==> src/rtl/pe_pkg.sv <==
// Shared PE-array package: default datapath widths plus the clog2 and
// signed-saturation helpers used by the column output stages.
package pe_pkg;

  localparam int BW_IN  = 16;
  localparam int BW_ACC = 20;
  localparam int BW_OUT = 8;

  function automatic int unsigned clog2(input int unsigned n);
    int unsigned r;
    r = 0;
    for (int unsigned v = 1; v < n; v = v << 1)
      r++;
    return r;
  endfunction

  // Clamp v into the signed range of a bw-bit value (bw in 2..63).
  function automatic logic signed [63:0] sat_signed(input logic signed [63:0] v,
                                                   input int unsigned bw);
    logic signed [63:0] hi;
    logic signed [63:0] lo;
    hi = (64'sd1 <<< (bw - 1)) - 64'sd1;
    lo = -(64'sd1 <<< (bw - 1));
    if (v > hi)
      return hi;
    else if (v < lo)
      return lo;
    return v;
  endfunction

endpackage

==> src/rtl/sync_fifo.sv <==
// Single-clock FIFO with occupancy count; reads the head combinationally
// and presents zero while empty.
module sync_fifo #(
  parameter int WIDTH = 8,
  parameter int DEPTH = 4
) (
  input  logic                              clk,
  input  logic                              rst,
  input  logic                              push,
  input  logic [WIDTH-1:0]                  wdata,
  input  logic                              pop,
  output logic [WIDTH-1:0]                  rdata,
  output logic [pe_pkg::clog2(DEPTH):0]     count
);

  localparam int PW = pe_pkg::clog2(DEPTH);
  localparam int CW = PW + 1;

  logic [WIDTH-1:0] mem [DEPTH];
  logic [PW-1:0]    wr_ptr;
  logic [PW-1:0]    rd_ptr;
  logic             do_push;
  logic             do_pop;

  assign do_push = push && (count != CW'(DEPTH));
  assign do_pop  = pop && (count != '0);
  assign rdata   = (count == '0) ? '0 : mem[rd_ptr];

  always_ff @(posedge clk) begin
    if (do_push)
      mem[wr_ptr] <= wdata;
  end

  // Pointers wrap naturally because DEPTH is a power of two.
  always_ff @(posedge clk or posedge rst) begin
    if (rst) begin
      wr_ptr <= '0;
      rd_ptr <= '0;
      count  <= '0;
    end else begin
      if (do_push)
        wr_ptr <= wr_ptr + PW'(1);
      if (do_pop)
        rd_ptr <= rd_ptr + PW'(1);
      case ({do_push, do_pop})
        2'b10:   count <= count + CW'(1);
        2'b01:   count <= count - CW'(1);
        default: count <= count;
      endcase
    end
  end

endmodule

==> src/rtl/psum_accumulator.sv <==
// PE-column output stage: sums TILES partial sums per result, then shifts,
// rectifies and saturates to activation width into a valid/ready FIFO.
module psum_accumulator #(
  parameter int BW_IN  = pe_pkg::BW_IN,
  parameter int BW_ACC = pe_pkg::BW_ACC,
  parameter int BW_OUT = pe_pkg::BW_OUT,
  parameter int TILES  = 4,
  parameter int SHIFT  = 2,
  parameter int RELU   = 1,
  parameter int DEPTH  = 4
) (
  input  logic                           i_clk,
  input  logic                           i_rst,
  input  logic                           i_valid,
  input  logic signed [BW_IN-1:0]        i_psum,
  input  logic                           i_clear,
  output logic                           o_ready,
  output logic                           o_valid,
  output logic signed [BW_OUT-1:0]       o_data,
  input  logic                           i_ready,
  output logic [pe_pkg::clog2(TILES):0]  o_tile_cnt
);

  import pe_pkg::sat_signed;

  localparam int CW = pe_pkg::clog2(TILES) + 1;
  localparam int AW = pe_pkg::clog2(DEPTH) + 1;

  logic signed [BW_ACC-1:0] acc;
  logic signed [BW_ACC-1:0] sum;
  logic signed [BW_ACC-1:0] shifted;
  logic signed [63:0]       clipped;
  logic [BW_OUT-1:0]        res;
  logic [CW-1:0]            cnt;
  logic [AW-1:0]            fifo_count;
  logic [BW_OUT-1:0]        head;
  logic                     accept;
  logic                     last;
  logic                     push;

  assign o_ready    = (fifo_count < AW'(DEPTH));
  assign o_valid    = (fifo_count != '0);
  assign o_data     = head;
  assign o_tile_cnt = cnt;

  assign accept = i_valid && o_ready;
  assign last   = (cnt == CW'(TILES - 1));
  assign push   = accept && last && !i_clear;

  assign sum     = acc + BW_ACC'(i_psum);
  assign shifted = sum >>> SHIFT;

  always_comb begin
    clipped = sat_signed(64'(shifted), BW_OUT);
    if (RELU != 0 && shifted < 0)
      clipped = '0;
    res = clipped[BW_OUT-1:0];
  end

  // Clear wins over a beat presented in the same cycle.
  always_ff @(posedge i_clk or posedge i_rst) begin
    if (i_rst) begin
      acc <= '0;
      cnt <= '0;
    end else if (i_clear) begin
      acc <= '0;
      cnt <= '0;
    end else if (accept) begin
      if (last) begin
        acc <= '0;
        cnt <= '0;
      end else begin
        acc <= sum;
        cnt <= cnt + CW'(1);
      end
    end
  end

  sync_fifo #(
    .WIDTH (BW_OUT),
    .DEPTH (DEPTH)
  ) u_fifo (
    .clk   (i_clk),
    .rst   (i_rst),
    .push  (push),
    .wdata (res),
    .pop   (o_valid && i_ready),
    .rdata (head),
    .count (fifo_count)
  );

endmodule

==> config.mk <==
export PLATFORM = sky130hd
export DESIGN_NAME = psum_accumulator
export DESIGN_NICKNAME = d
export VERILOG_FILES = /design/src/rtl/pe_pkg.sv /design/src/rtl/sync_fifo.sv /design/src/rtl/psum_accumulator.sv
export SDC_FILE = /design/constraint.sdc
export NUM_CORES = 1
export LEC_CHECK = 0
export CAP_MARGIN = 20
export CELL_PAD_IN_SITES_DETAIL_PLACEMENT = 1
export CELL_PAD_IN_SITES_GLOBAL_PLACEMENT = 2
export CORE_ASPECT_RATIO = 1.1
export CORE_MARGIN = 2
export CORE_UTILIZATION = 39
export DETAILED_ROUTE_END_ITERATION = 10
export GPL_TIMING_DRIVEN = 0
export PLACE_DENSITY = 0.78
export SETUP_SLACK_MARGIN = 0.4
export SLEW_MARGIN = 5
export SYNTH_ARGS = -nofsm -noshare
export SYNTH_HDL_FRONTEND = slang
export SYNTH_SLANG_ARGS = --single-unit
export TNS_END_PERCENT = 10
==> constraint.sdc <==
create_clock -name i_clk -period 3.1 [get_ports i_clk]
set_clock_uncertainty 0.05 [all_clocks]
set_input_delay 0.62 -clock i_clk [delete_from_list [all_inputs] [get_ports i_clk]]
set_output_delay 0.62 -clock i_clk [all_outputs]
set_load 0.02 [all_outputs]
==> results of run 1 <==
==> stage by stage <==
stage | worst slack (ns) | cell area (um2) | TNS [ns] | power, W | std cells
5_1_grt | 0.169 | 5650 | 0 | 0.00485 | 576
3_3_place_gp | -0.647 | 4420 | -17.79 | 0.00284 | 514
3_5_place_dp | -0.817 | 4440 | -22.41 | 0.00290 | 515
6_report | 0.190 | 5650 | 0 | 0.00460 | 576
4_1_cts | 0.212 | 5390 | 0 | 0.00432 | 562
2_1_floorplan | 0.333 | 3940 | 0 | 0.00235 | 361
==> timing repair <==
| item | in CTS | in global routing |
|---|---|---|
| setup endpoints to repair | 44 | 39 |
| pin swaps | 39 | 30 |
| setup buffers | 31 | 14 |
| cloned | 0 | 0 |
| resized for setup | 112 | 42 |
==> how the worst max path moves through the flow <==
stage                                            start                          to  slack, ns  depth (start not counted)
after floorplan                              i_psum[0]  u_fifo.mem[0][0]$_DFFE_PP_       0.33                          9
after global placement                      i_psum[15]  u_fifo.mem[2][5]$_DFFE_PP_      -0.65                          9
after detailed placement                    i_psum[15]  u_fifo.mem[3][3]$_DFFE_PP_      -0.82                          9
after CTS                 u_fifo.rd_ptr[0]$_DFFE_PP0P_                   o_data[4]       0.21                          4
after global routing                acc[8]$_DFFE_PP0P_  u_fifo.mem[3][2]$_DFFE_PP_       0.17                         11
final                                       i_psum[13]  u_fifo.mem[1][6]$_DFFE_PP_       0.19                         10
==> per-layer routing <==
metal	routed length (um)	global-route usage
met5	0	0
met1	5000	0.274
met3	390	0.0385
met4	199	0.0656
met2	6700	0.409
==> state kept, by name, summed over array words and instances (netlist names) <==
| signal | count |
|---|---|
| acc | 20 |
| u_fifo.rd_ptr | 2 |
| u_fifo.wr_ptr | 2 |
| u_fifo.mem | 32 |
| o_tile_cnt | 3 |
| u_fifo.count | 3 |
==> power by group <==
| group | internal, W | switching (W) |
|---|---|---|
| combinational | 0.00123 | 0.00142 |
| sequential | 0.00103 | 0.0000852 |
| clock | 0.000455 | 0.000371 |
| total | 0.00272 | 0.00187 |
==> worst max-delay path, delay by kind of cell <==
| family | cells | cell delay (ns) |
|---|---|---|
| buffers and inverters | 2 | 0.67 |
| adders and majority gates | 1 | 0.21 |
| xor gates and xnor gates | 1 | 0.30 |
| AOI/OAI and AO/OA | 6 | 1.23 |
==> cells by family (layout without fill, tap and decap cells) <==
family                     after synthesis  count (layout)  share of synthesized area
DFF                                     62              62                      0.440
xor gates and xnor gates                20              20                     0.0489
AOI/OAI and AO/OA                       94              94                      0.179
other                                    1               4                   0.000964
buffers and inverters                   29             124                     0.0296
adders and majority gates               27              27                     0.0907
muxes                                   10              10                     0.0514
and+or+nand+nor                        115             115                      0.160
==> area by class of cell <==
type / instances / share of cell area
sequential: 62 / 0.303
multi-input combinational: 270 / 0.472
timing repair buffer: 79 / 0.130
tap: 120 / 0.0266
clock buffer: 9 / 0.0219
clock inverter: 7 / 0.0171
buffer: 14 / 0.0191
inverter: 15 / 0.00997
==> synth_stat cells (2+ instances only) <==
cell type and count:
and3b_1 2, nor2_1 17, xor2_1 7, o21a_1 3, nor3_1 10, o2111ai_1 2
a211oi_1 2, mux4_2 8, a21o_1 6, a22o_1 13, a21boi_0 2, nand3_1 9
ha_1 25, o31ai_1 2, dfrtp_1 30, o21ai_0 11, a211o_1 2, a21oi_1 18
fa_1 2, buf_2 5, nor2b_1 6, inv_1 15, nand2b_1 3, xnor2_1 12
mux2i_1 2, nand4b_1 3, clkbuf_1 8, nand4_1 5, a31oi_1 8, o22ai_1 2
or3_1 5, o2111ai_2 2, o21ai_1 5, edfxtp_1 32, and2_1 16, nand2_1 30
==> results.sh, run 1 <==
export IMPL_outcome="complete, no violations"
export IMPL_synthesis_area_um2=3890
export IMPL_globalRouteTotalUtil=0.225
export IMPL_synth_enable_flop_cells=32
export IMPL_netlist_top_cells_area="edfxtp_1 (25%), dfrtp_1 (19%), ha_1 (8.0%)"
export IMPL_worstRegToRegCells=10
export IMPL_drc=0
export IMPL_relSlewSlack=0.416
export IMPL_layout_nets=499
export IMPL_die_area_um2=10800
export IMPL_synth_largest_area_cell="edfxtp_1"
export IMPL_wirelength_um=12300
export IMPL_min_delay_path_class="register to register"
export IMPL_dieWidth_um=99.2
export IMPL_cp_required_ns=3.22
export IMPL_crit_path_start_kind="primary input"
export IMPL_layout_commonest_cell="buf_4"
export IMPL_p_leak_nw=2.29
export IMPL_vias_per_cell=5.67
export IMPL_clock_latency_ns=0.36
export IMPL_cts_inserted_buffers=9
export IMPL_drtPass1Iterations=5
export IMPL_setup_viol=0
export IMPL_worst_r2r_endpoint="u_fifo.mem[1][6]$_DFFE_PP_"
export IMPL_final_cell_mix="buf_4 (34), edfxtp_1 (32), dfrtp_1 (30)"
export IMPL_cts_tree="yes"
export IMPL_slew_viol_final=0
export IMPL_fmax_mhz=344
export IMPL_synth_top_area_frac=0.247
export IMPL_r2r_slack_ns=0.28
export IMPL_ios=34
export IMPL_cp_end_kind="register"
export IMPL_holdWs_ns=0.433
export IMPL_seq_area_frac_synth=0.440
export IMPL_io_buffers=33
export IMPL_multiInputGateArea_um2=2660
export IMPL_period_needed_ns=2.91
export IMPL_arrival_ns=3.03
export IMPL_asyncSetResetFlopFracSynth=0.484
export IMPL_hold_viol=0
export IMPL_regArea_um2=1710
export IMPL_finalCritPeriodShare=0.939
export IMPL_root_buffer="clkbuf_8"
export IMPL_drtIter0Drc=115
export IMPL_crit_fanout=5
export IMPL_ir_drop_v=0.000339
export IMPL_wl_per_cell_um=21.3
export IMPL_max_stage_delay_ns=0.47
export IMPL_crit_path_frequent_cell="a21o_1"
export IMPL_htree_levels=3
export IMPL_antenna_found_initial=0
export IMPL_area_growth_pct=45.1
export IMPL_rsz0062_at_grt="yes"
export IMPL_place_hpwl_um=7630
export IMPL_num_rows=38
export IMPL_n_fill_cell=1027
export IMPL_path_class="primary input to register"
export IMPL_crit_chain="clkdlybuf4s50_1 -> ha_4 -> a21o_1 -> a21o_1 -> a211o_1 -> a21oi_1 -> o31a_1 -> xnor3_2 -> buf_4 -> a31oi_4"
export IMPL_drive_above_1_share=0.351
export IMPL_ys_types=64
export IMPL_syn_avg_cell_area_um2=10.9
export IMPL_clock_sinks=62
export IMPL_ant_nets=0
export IMPL_worst_slew_pin_slew_ns=0.869
export IMPL_core_area_um2=9790
export IMPL_grt_pass1_vias=3424
export IMPL_min_from="u_fifo.count[0]$_DFFE_PP0P_"
export IMPL_r2r_start="acc[4]$_DFFE_PP0P_"
export IMPL_gp_congestion=0.747
export IMPL_ys_ff_latch=62
export IMPL_synth_flop_cell="edfxtp_1"
export IMPL_vias=3268
export IMPL_grt_max_degree=18
export IMPL_antennaDiodeCount=0
export IMPL_ys_warn_count=0
export IMPL_powerDensity_nw_per_um2=814
export IMPL_clk_pin_slew_ns=0.08
export IMPL_holdPathEnd="u_fifo.count[0]$_DFFE_PP0P_"
export IMPL_final_util=0.576
export IMPL_holdPathStages=1
export IMPL_cts_hold_buf=0
export IMPL_grt_overflow=0
export IMPL_grt_pass1_wl_um=18500
export IMPL_cts_buffer_depth=2
export IMPL_die_h_um=109
export IMPL_start_util=0.397
export IMPL_synth_cells=358
export IMPL_cp_slowest_cell="clkdlybuf4s50_1"
export IMPL_maxCapViolCount=0
(Power assumes the default switching activity.)
==> inputs of run 2 (changes only) <==
Settings changed: CORE_UTILIZATION 39 to 35, PLACE_DENSITY 0.78 to 0.74.
Clock period 3.1 ns to 2.4 ns, I/O delays scaled along.
==> run 2 against run 1 <==
The flow now finishes with violations (setup timing). Critical path depth increased by 1. Hold slack improved by 0.0018 ns. Utilization decreased by 4.4 points. Flip-flop and latch count unchanged. Power increased by 36%. Combinational power increased by 32%. Largest cell class unchanged. Largest power group unchanged. Highest routed layer unchanged.
==> results.sh, run 2 (synthesized netlist as in run 1, its figures left out) <==
export IMPL_outcome="finished with violations"
export IMPL_violations="setup timing"
export IMPL_p_leak_nw=2.38
export IMPL_htree_levels=3
export IMPL_grt_max_degree=31
export IMPL_vias_per_cell=5.42
export IMPL_hold_viol=0
export IMPL_area_growth_pct=48.6
export IMPL_grt_pass1_wl_um=18500
export IMPL_dpl_instance_area_um2=4450
export IMPL_setup_slack_ns=-0.431
export IMPL_clock_latency_ns=0.33
export IMPL_top_usage_layer="met2"
export IMPL_power_switching_w=0.00246
export IMPL_drtPass1Iterations=4
export IMPL_layout_nets=486
export IMPL_reg_largest_list="u_fifo.mem x32, acc x20"
export IMPL_period_needed_ns=2.83
export IMPL_regMostFlops="u_fifo.mem"
export IMPL_rsz0062_at_grt="yes"
export IMPL_intPower_w=0.00380
export IMPL_cts_hold_buf=0
export IMPL_cp_end_kind="register"
export IMPL_design_area_um2=5780
export IMPL_cts_inserted_buffers=9
export IMPL_largest_reg_flops=32
export IMPL_final_util=0.533
export IMPL_layout_commonest_cell="edfxtp_1"
export IMPL_ir_drop_v=0.000582
export IMPL_met1_usage=0.243
export IMPL_root_buffer="clkbuf_16"
export IMPL_min_delay_path_class="register to register"
export IMPL_relSlewSlack=0.502
export IMPL_pwr_share_comb=0.559
export IMPL_slew_viol_final=0
export IMPL_die_h_um=115
export IMPL_place_hpwl_um=7560
export IMPL_antenna_found_initial=0
export IMPL_powerDensity_nw_per_um2=1080
export IMPL_gp_congestion=0.782
export IMPL_sw_frac_of_total=0.392
export IMPL_grt_overflow=0
export IMPL_io_buffers=33
export IMPL_setup_tns_ns=-12.23
export IMPL_die_area_um2=12000
export IMPL_finalCritPeriodShare=1.18
export IMPL_cts_tree="yes"
export IMPL_post_place_ws_ns=-1.31
export IMPL_wirelength_um=11600
export IMPL_drc=0
export IMPL_ant_nets=0
export IMPL_crit_fanout=7
export IMPL_power_share_sequential=0.231
export IMPL_drtIter0Drc=122
export IMPL_wl_per_cell_um=19.6
export IMPL_cts_buffer_depth=2
export IMPL_num_rows=40
export IMPL_start_util=0.358
export IMPL_grt_use_met3=0.0336
export IMPL_final_cell_mix="edfxtp_1 (32), dfrtp_1 (30), nand2_1 (28), buf_4 (28), buf_6 (16)"
export IMPL_use_met2=0.365
export IMPL_clock_power_share=0.210
export IMPL_cp_required_ns=2.41
export IMPL_n_fill_cell=1127
export IMPL_fmax_mhz=353
export IMPL_setup_viol=31
export IMPL_antennaDiodeCount=0
export IMPL_total_power_w=0.00626
export IMPL_arrival_ns=2.84
export IMPL_path_class="register to register"
export IMPL_clk_pin_slew_ns=0.06
export IMPL_vias=3196
export IMPL_dieWidth_um=105
export IMPL_ios=34
export IMPL_clock_sinks=62
export IMPL_core_area_um2=10900
export IMPL_globalRouteTotalUtil=0.201
export IMPL_drive_above_1_share=0.393
export IMPL_crit_path_start_kind="register"
export IMPL_maxCapViolCount=0
export IMPL_grt_pass1_vias=3453
export IMPL_worst_slew_pin_slew_ns=0.746
==> run 2: per-layer routing <==
| layer | share of wire | routed length (um) | vias to the layer above |
|---|---|---|---|
| met5 | 0 | 0 | - |
| met4 | 0.016 | 184 | 0 |
| met3 | 0.024 | 283 | 15 |
| met2 | 0.54 | 6210 | 47 |
| met1 | 0.42 | 4900 | 1631 |
| li1 | - | - | 1503 |
==> run 2: path summary, 6_finish.rpt <==
kind,slack [ns],start,cells past startpoint,endpoint
worst max-delay path,-0.43,acc[0]$_DFFE_PP0P_,11,u_fifo.mem[0][5]$_DFFE_PP_
worst min-delay path,0.44,u_fifo.count[0]$_DFFE_PP0P_,1,u_fifo.count[0]$_DFFE_PP0P_
worst max register to register,-0.43,acc[0]$_DFFE_PP0P_,11,u_fifo.mem[0][5]$_DFFE_PP_
worst min register to register,0.44,u_fifo.count[0]$_DFFE_PP0P_,1,u_fifo.count[0]$_DFFE_PP0P_
max in group asynchronous,1.28,i_rst,2,u_fifo.rd_ptr[0]$_DFFE_PP0P_
min in group asynchronous,0.55,i_rst,2,acc[2]$_DFFE_PP0P_
==> run 2: critical path, stage by stage (launching register included) <==
cell and delay [ns]:
dfrtp_1 0.39, ha_4 0.15, inv_2 0.04, fa_2 0.37, nor2b_4 0.17, o2111ai_4 0.17
a211oi_4 0.33, nor3_2 0.09, xnor2_2 0.18, nor4_4 0.27, buf_6 0.22, a31oi_4 0.12
==> run 2: cell type report <==
type,count,area [um2],share of cell area
multi-input cells,270,2770,0.479
plain buffers,14,119,0.0205
flip-flops and latches,62,1710,0.296
clock inverters,7,72.6,0.0125
well taps,147,184,0.0318
clock buffers,9,225,0.0389
inverters,15,58.8,0.0102
repair buffers,66,642,0.111
==> run 2: what timing repair did <==
item | CTS | global route
gates cloned | 0 | 0
endpoints found under the hold margin | 0 | 0
setup endpoints to repair | 91 | 60
setup buffers | 22 | 11
pin swaps | 41 | 41
resized for setup | 150 | 72
==> run 2: metrics by stage <==
| step | instances | hold WS, ns |
|---|---|---|
| detailed placement | 541 | 0.426 |
| finish | 590 | 0.435 |
| floorplan | 361 | 0.396 |
| CTS | 579 | 0.437 |
| global route | 590 | 0.462 |
| global placement | 541 | 0.414 |
==> run 2: power groups by stage <==
stage	sequential, W	combinational (W)	clock [W]
finish	0.00145	0.00350	0.00131
global route	0.00147	0.00376	0.00136
CTS	0.00144	0.00309	0.00133
detailed placement	0.00144	0.00230	0
global placement	0.00144	0.00224	0
floorplan	0.00142	0.00161	0
